[config.mk]
export PLATFORM = sky130hd
export DESIGN_NAME = io_uart_leds
export DESIGN_NICKNAME = d
export VERILOG_FILES = /design/src/rtl/io_uart_leds.sv
export SDC_FILE = /design/constraint.sdc
export NUM_CORES = 1
export LEC_CHECK = 0
export ABC_AREA = 1
export CAP_MARGIN = 20
export CORE_ASPECT_RATIO = 2
export CORE_MARGIN = 2
export CORE_UTILIZATION = 25
export DETAILED_ROUTE_END_ITERATION = 12
export PLACE_DENSITY_LB_ADDON = 0.25
export SYNTH_ARGS = -nofsm -noshare
export SYNTH_HDL_FRONTEND = slang
export SYNTH_SLANG_ARGS = --single-unit
[constraint.sdc]
create_clock -name clk -period 1.6 [get_ports clk]
set_input_delay 0.32 -clock clk [delete_from_list [all_inputs] [get_ports clk]]
set_output_delay 0.32 -clock clk [all_outputs]
set_load 0.02 [all_outputs]
[src/rtl/io_uart_leds.sv]
// Memory-mapped LED register and 8N1 UART transmitter for a small core's IO page.
// Define UART_FIFO_EN to add a 4-entry transmit FIFO between the bus and the shifter.
module io_uart_leds #(
  parameter int unsigned CLK_FREQ_HZ = 50000000,
  parameter int unsigned BAUD_RATE   = 115200
) (
  input  logic        clk,
  input  logic        resetn,
  input  logic [31:0] IO_mem_addr,
  input  logic [31:0] IO_mem_wdata,
  input  logic        IO_mem_wr,
  output logic [31:0] IO_mem_rdata,
  output logic [4:0]  leds,
  output logic        uart_txd
);

  localparam int unsigned DIV = CLK_FREQ_HZ / BAUD_RATE;
  localparam int unsigned CW  = (DIV > 1) ? $clog2(DIV) : 1;
  localparam logic [CW-1:0] BaudLast = CW'(DIV - 1);

  typedef enum logic {StIdle, StSend} state_e;

  state_e        r_state, w_state_d;
  logic [3:0]    r_bit_idx, w_bit_idx_d;
  logic [CW-1:0] r_baud_cnt, w_baud_cnt_d;
  logic [9:0]    r_shift, w_shift_d;
  logic [4:0]    r_leds;

  logic [1:0] w_offset;
  logic       w_wr_leds, w_wr_uart;
  logic       w_pop, w_busy, w_idle;
  logic [7:0] w_head;
  logic       w_unused;

  assign w_offset  = IO_mem_addr[3:2];
  assign w_wr_leds = IO_mem_wr && (w_offset == 2'd0);
  assign w_wr_uart = IO_mem_wr && (w_offset == 2'd1);
  assign w_unused  = ^{IO_mem_addr[31:4], IO_mem_addr[1:0], IO_mem_wdata[31:8]};

`ifdef UART_FIFO_EN
  logic [7:0] r_fifo [4];
  logic [1:0] r_wptr, r_rptr;
  logic [2:0] r_count;
  logic       w_full, w_empty, w_push, w_frame_end;

  assign w_full      = (r_count == 3'd4);
  assign w_empty     = (r_count == 3'd0);
  // A pop in the same edge never frees room for a write to a full FIFO.
  assign w_push      = w_wr_uart && !w_full;
  assign w_frame_end = (r_state == StSend) && (r_bit_idx == 4'd9) && (r_baud_cnt == BaudLast);
  assign w_pop       = !w_empty && ((r_state == StIdle) || w_frame_end);
  assign w_head      = r_fifo[r_rptr];
  assign w_busy      = w_full;
  assign w_idle      = (r_state == StIdle) && w_empty;

  always_ff @(posedge clk) begin
    if (w_push) begin
      r_fifo[r_wptr] <= IO_mem_wdata[7:0];
    end
  end

  always_ff @(posedge clk) begin
    if (!resetn) begin
      r_wptr  <= 2'd0;
      r_rptr  <= 2'd0;
      r_count <= 3'd0;
    end else begin
      if (w_push) r_wptr <= r_wptr + 2'd1;
      if (w_pop)  r_rptr <= r_rptr + 2'd1;
      r_count <= r_count + {2'b0, w_push} - {2'b0, w_pop};
    end
  end
`else
  // Unbuffered: the bus write feeds the shifter directly and only lands when idle.
  assign w_pop  = w_wr_uart && (r_state == StIdle);
  assign w_head = IO_mem_wdata[7:0];
  assign w_busy = (r_state == StSend);
  assign w_idle = (r_state == StIdle);
`endif

  always_comb begin
    w_state_d    = r_state;
    w_bit_idx_d  = r_bit_idx;
    w_baud_cnt_d = r_baud_cnt;
    w_shift_d    = r_shift;
    case (r_state)
      StIdle: begin
        if (w_pop) begin
          w_state_d    = StSend;
          w_bit_idx_d  = 4'd0;
          w_baud_cnt_d = '0;
          w_shift_d    = {1'b1, w_head, 1'b0};
        end
      end
      StSend: begin
        if (r_baud_cnt != BaudLast) begin
          w_baud_cnt_d = r_baud_cnt + CW'(1);
        end else begin
          w_baud_cnt_d = '0;
          if (r_bit_idx != 4'd9) begin
            w_bit_idx_d = r_bit_idx + 4'd1;
            w_shift_d   = {1'b1, r_shift[9:1]};
          end else if (w_pop) begin
            // Chain the next byte straight after the stop bit.
            w_bit_idx_d = 4'd0;
            w_shift_d   = {1'b1, w_head, 1'b0};
          end else begin
            w_state_d   = StIdle;
            w_bit_idx_d = 4'd0;
          end
        end
      end
      default: w_state_d = StIdle;
    endcase
  end

  always_ff @(posedge clk) begin
    if (!resetn) begin
      r_state    <= StIdle;
      r_bit_idx  <= 4'd0;
      r_baud_cnt <= '0;
      r_shift    <= '1;
      r_leds     <= 5'd0;
    end else begin
      r_state    <= w_state_d;
      r_bit_idx  <= w_bit_idx_d;
      r_baud_cnt <= w_baud_cnt_d;
      r_shift    <= w_shift_d;
      if (w_wr_leds) r_leds <= IO_mem_wdata[4:0];
    end
  end

  always_comb begin
    IO_mem_rdata = '0;
    case (w_offset)
      2'd0:    IO_mem_rdata = {27'b0, r_leds};
      2'd2:    IO_mem_rdata = {22'b0, w_busy, w_idle, 8'b0};
      default: IO_mem_rdata = '0;
    endcase
  end

  assign leds     = r_leds;
  assign uart_txd = (r_state == StSend) ? r_shift[0] : 1'b1;

endmodule

==> key figures <==
Run status
  • Outcome: complete, no violations

Synth
  • Synth Area in XOR/XNOR: 0.00517
  • Synth Area in Compound Gates: 0.0974
  • Post-synthesis area per instance: 6.62 um^2
  • Post-synthesis mux area share: 0
  • Synth cell types: 26
  • Synth Area in Adders: 0.0295
  • Seq cells post-synth: 29
  • Largest family of logic cells by synthesized area: simple AND/OR/NAND/NOR gates
  • Post-Synth Simple-Gate Area: 0.320
  • Synth Warn #: 0
  • Post-Syn Instances: 256
  • Cell area after synthesis: around 1700 um^2
  • Seq/Total Area, Yosys: 0.342

Clock network
  • CTS tree: done
  • Clock root cell: clkbuf_16
  • CTS clk-pin slew, worst paths: around 0.05 ns
  • CTS Hold Bufs: 0
  • CTS max path bufs: 2
  • CTS HTree Levels: 2
  • Worst skew pair latency: around 0.28 ns
  • # clock sinks: 29
  • CTS buffer count: 5

Routing
  • DRC errors left: 0
  • WL final: between 3000 and 4000 um
  • Final ANT Viol Nets: 0
  • DR iter-0 viols: 33
  • Pre-Repair DR Iteration Count: 4
  • Vias post-DR: roughly 1.6k
  • DR WL/cell: roughly 10 um
  • Via density: between 4 and 5

Worst setup path
  • Worst setup SP type: register
  • Crit. End Element: output pin
  • Worst path arrival time: 1.21 ns
  • Crit-path max FO: 2
  • Crit path max-delay family: buffers and inverters
  • WS Path Type: reg -> out
  • Buffers & Inverters on Critical Path: 1
  • WP data required: around 1.3 ns
  • Max stage delay on crit path: around 0.60 ns
  • Crit-path cells: clkdlybuf4s50_1
  • Worst path slowest cell: clkdlybuf4s50_1

Timing
  • Max Freq: approximately 650 MHz
  • Min Tclk post-route: 1.53 ns
  • RSZ-0062 raised after global routing: false
  • Final hold vios: 0
  • Setup-failing EPs final: 0
  • Final Cycle Share: 0.959
  • Clock skew: 0.00665 ns
  • Final TNS setup: 0 ns
  • Slew Viols, Final: 0

Flow run
  • Max-cap violations: 0

Global route
  • Total grt overflow: 0
  • GRT Total Usage: 0.113
  • Number of global-route vias before repair: about 1.5k
  • First-pass GRT wire length: 6590 um
  • Initial antenna violation count: 0
  • Largest net degree at the start of global routing: 17

Layout
  • Commonest non-fill, non-tap cell in the layout: nand2_1
  • Area grow syn2layout: 34.0%
  • Final core occ: 0.346
  • Commonest non-fill, non-tap cells in the layout: nand2_1, nor2_1, inv_1, buf_4, dfxtp_1
  • Nets@finish: ~380
  • Layout cells sized above 1: 0.197
  • Inserted Diodes: 0

Placement
  • Final HPWL DP: a little over 3000 um
  • PortBufs: 25
  • Routability cong.: a little over 0.8

Power
  • Sw frac: 0.268
  • Internal: around 1.6 mW
  • Static leakage: roughly 1.1 nW
  • Clock share of power: 0.455
  • Peak supply drop: between 0.4 and 0.5 mV
  • Logic pwr share: 0.184
  • Pwr/cell area: between 900 and 1000 nW/um^2
  • Part of the power in registers: 0.361
  • Switching power: roughly 0.57 mW

Floorplanning
  • Die area: between 7000 and 8000 um^2
  • Die H: 120 um
  • Die Width: 62.2 um
  • Starting Density: 0.258
  • Core footprint: about 6600 um^2
  • Rows: 42
  • Top-Level Pins: roughly 110

Hold path
  • Type of the most critical hold path: reg -> reg
registers in the layout (all words and copies together) (netlist names):
register / count
leds: 5
r_baud_cnt: 9
r_shift: 10
r_state: 1
r_bit_idx: 4
synthesized netlist by cell type (all sizes together):
cell / instances / area (um^2)
ha: 4 / 50.1
nand2: 64 / 270
nor3: 5 / 25.0
buf: 27 / 210
nand3b: 1 / 7.51
clkinv: 1 / 3.75
a31oi: 1 / 6.26
o21ai: 15 / 75.1
nand3: 13 / 70.1
o21a: 1 / 7.51
inv: 33 / 124
o22ai: 1 / 6.26
nand4: 1 / 6.26
dfxtp: 29 / 581
a21oi: 14 / 70.1
nor2: 41 / 156
clkbuf: 2 / 7.51
xnor2: 1 / 8.76
or2: 1 / 6.26
conb: 1 / 3.75
power by group through the flow:
stage	logic (mW)	registers, mW	clock network [mW]
after floorplan	0.258	0.794	0
after global placement	0.392	0.785	0
after detailed placement	0.391	0.786	0
after CTS	0.391	0.772	1.00
after global routing	0.433	0.776	1.05
final	0.393	0.773	0.975
routing by layer:
layer  GRT usage  routed length [um]  part of all wire
met5           0                   0                 0
met4      0.0778                 123             0.031
met3      0.0260                 187             0.047
met2       0.200                2090              0.52
met1       0.117                1580              0.40
logic make-up (layout without fill, tap and decap cells):
| kind of cell | count (synthesis) | count (layout) |
|---|---|---|
| simple gates | 126 | 126 |
| buf+inv | 63 | 92 |
| compound gates | 32 | 32 |
| flops | 29 | 29 |
| fa+ha+maj | 4 | 4 |
| other cells | 1 | 25 |
| xor+xnor | 1 | 1 |
worst min-delay path: stages, from the launching register on:
cell and delay, ns:
dfxtp_1 0.32, nor2_1 0.05, nand2_1 0.05
worst paths after layout:
path	to	slack (ns)	from	depth (start not counted)
hold / removal	r_shift[9]	0.45	r_shift[9]	2
hold reg to reg	r_shift[9]	0.45	r_shift[9]	2
setup reg to reg	r_shift[8]	0.16	r_baud_cnt[1]	11
setup / recovery	leds[2]	0.07	leds[2]	1
timing repair:
action,4_1_cts,5_1_grt
buffers inserted,2,2
setup endpoints to repair,8,24
pin swaps,1,2
gates resized for setup,36,12
gates cloned,0,0
per-stage QoR:
stage / area, um^2 / cells / hold WS, ns / total power, mW / worst slack [ns]
3_3_place_gp: 2100 / 385 / 0.433 / 1.18 / -0.460
6_report: 2270 / 397 / 0.451 / 2.14 / 0.0660
2_1_floorplan: 1790 / 280 / 0.421 / 1.05 / 0.258
5_1_grt: 2270 / 397 / 0.472 / 2.26 / 0.0160
4_1_cts: 2240 / 395 / 0.455 / 2.17 / 0.0151
3_5_place_dp: 2100 / 385 / 0.442 / 1.18 / -0.487
area by class of cell:
class / instances / area, um^2
clock inverters: 1 / 5.00
fillers: 733 / 4300
flip-flops and latches: 29 / 584
multi-input cells: 188 / 868
clock buffers: 7 / 153
repair buffers: 50 / 422
inverters: 34 / 130
well taps: 88 / 110
Power figures use the tool's default switching activity.
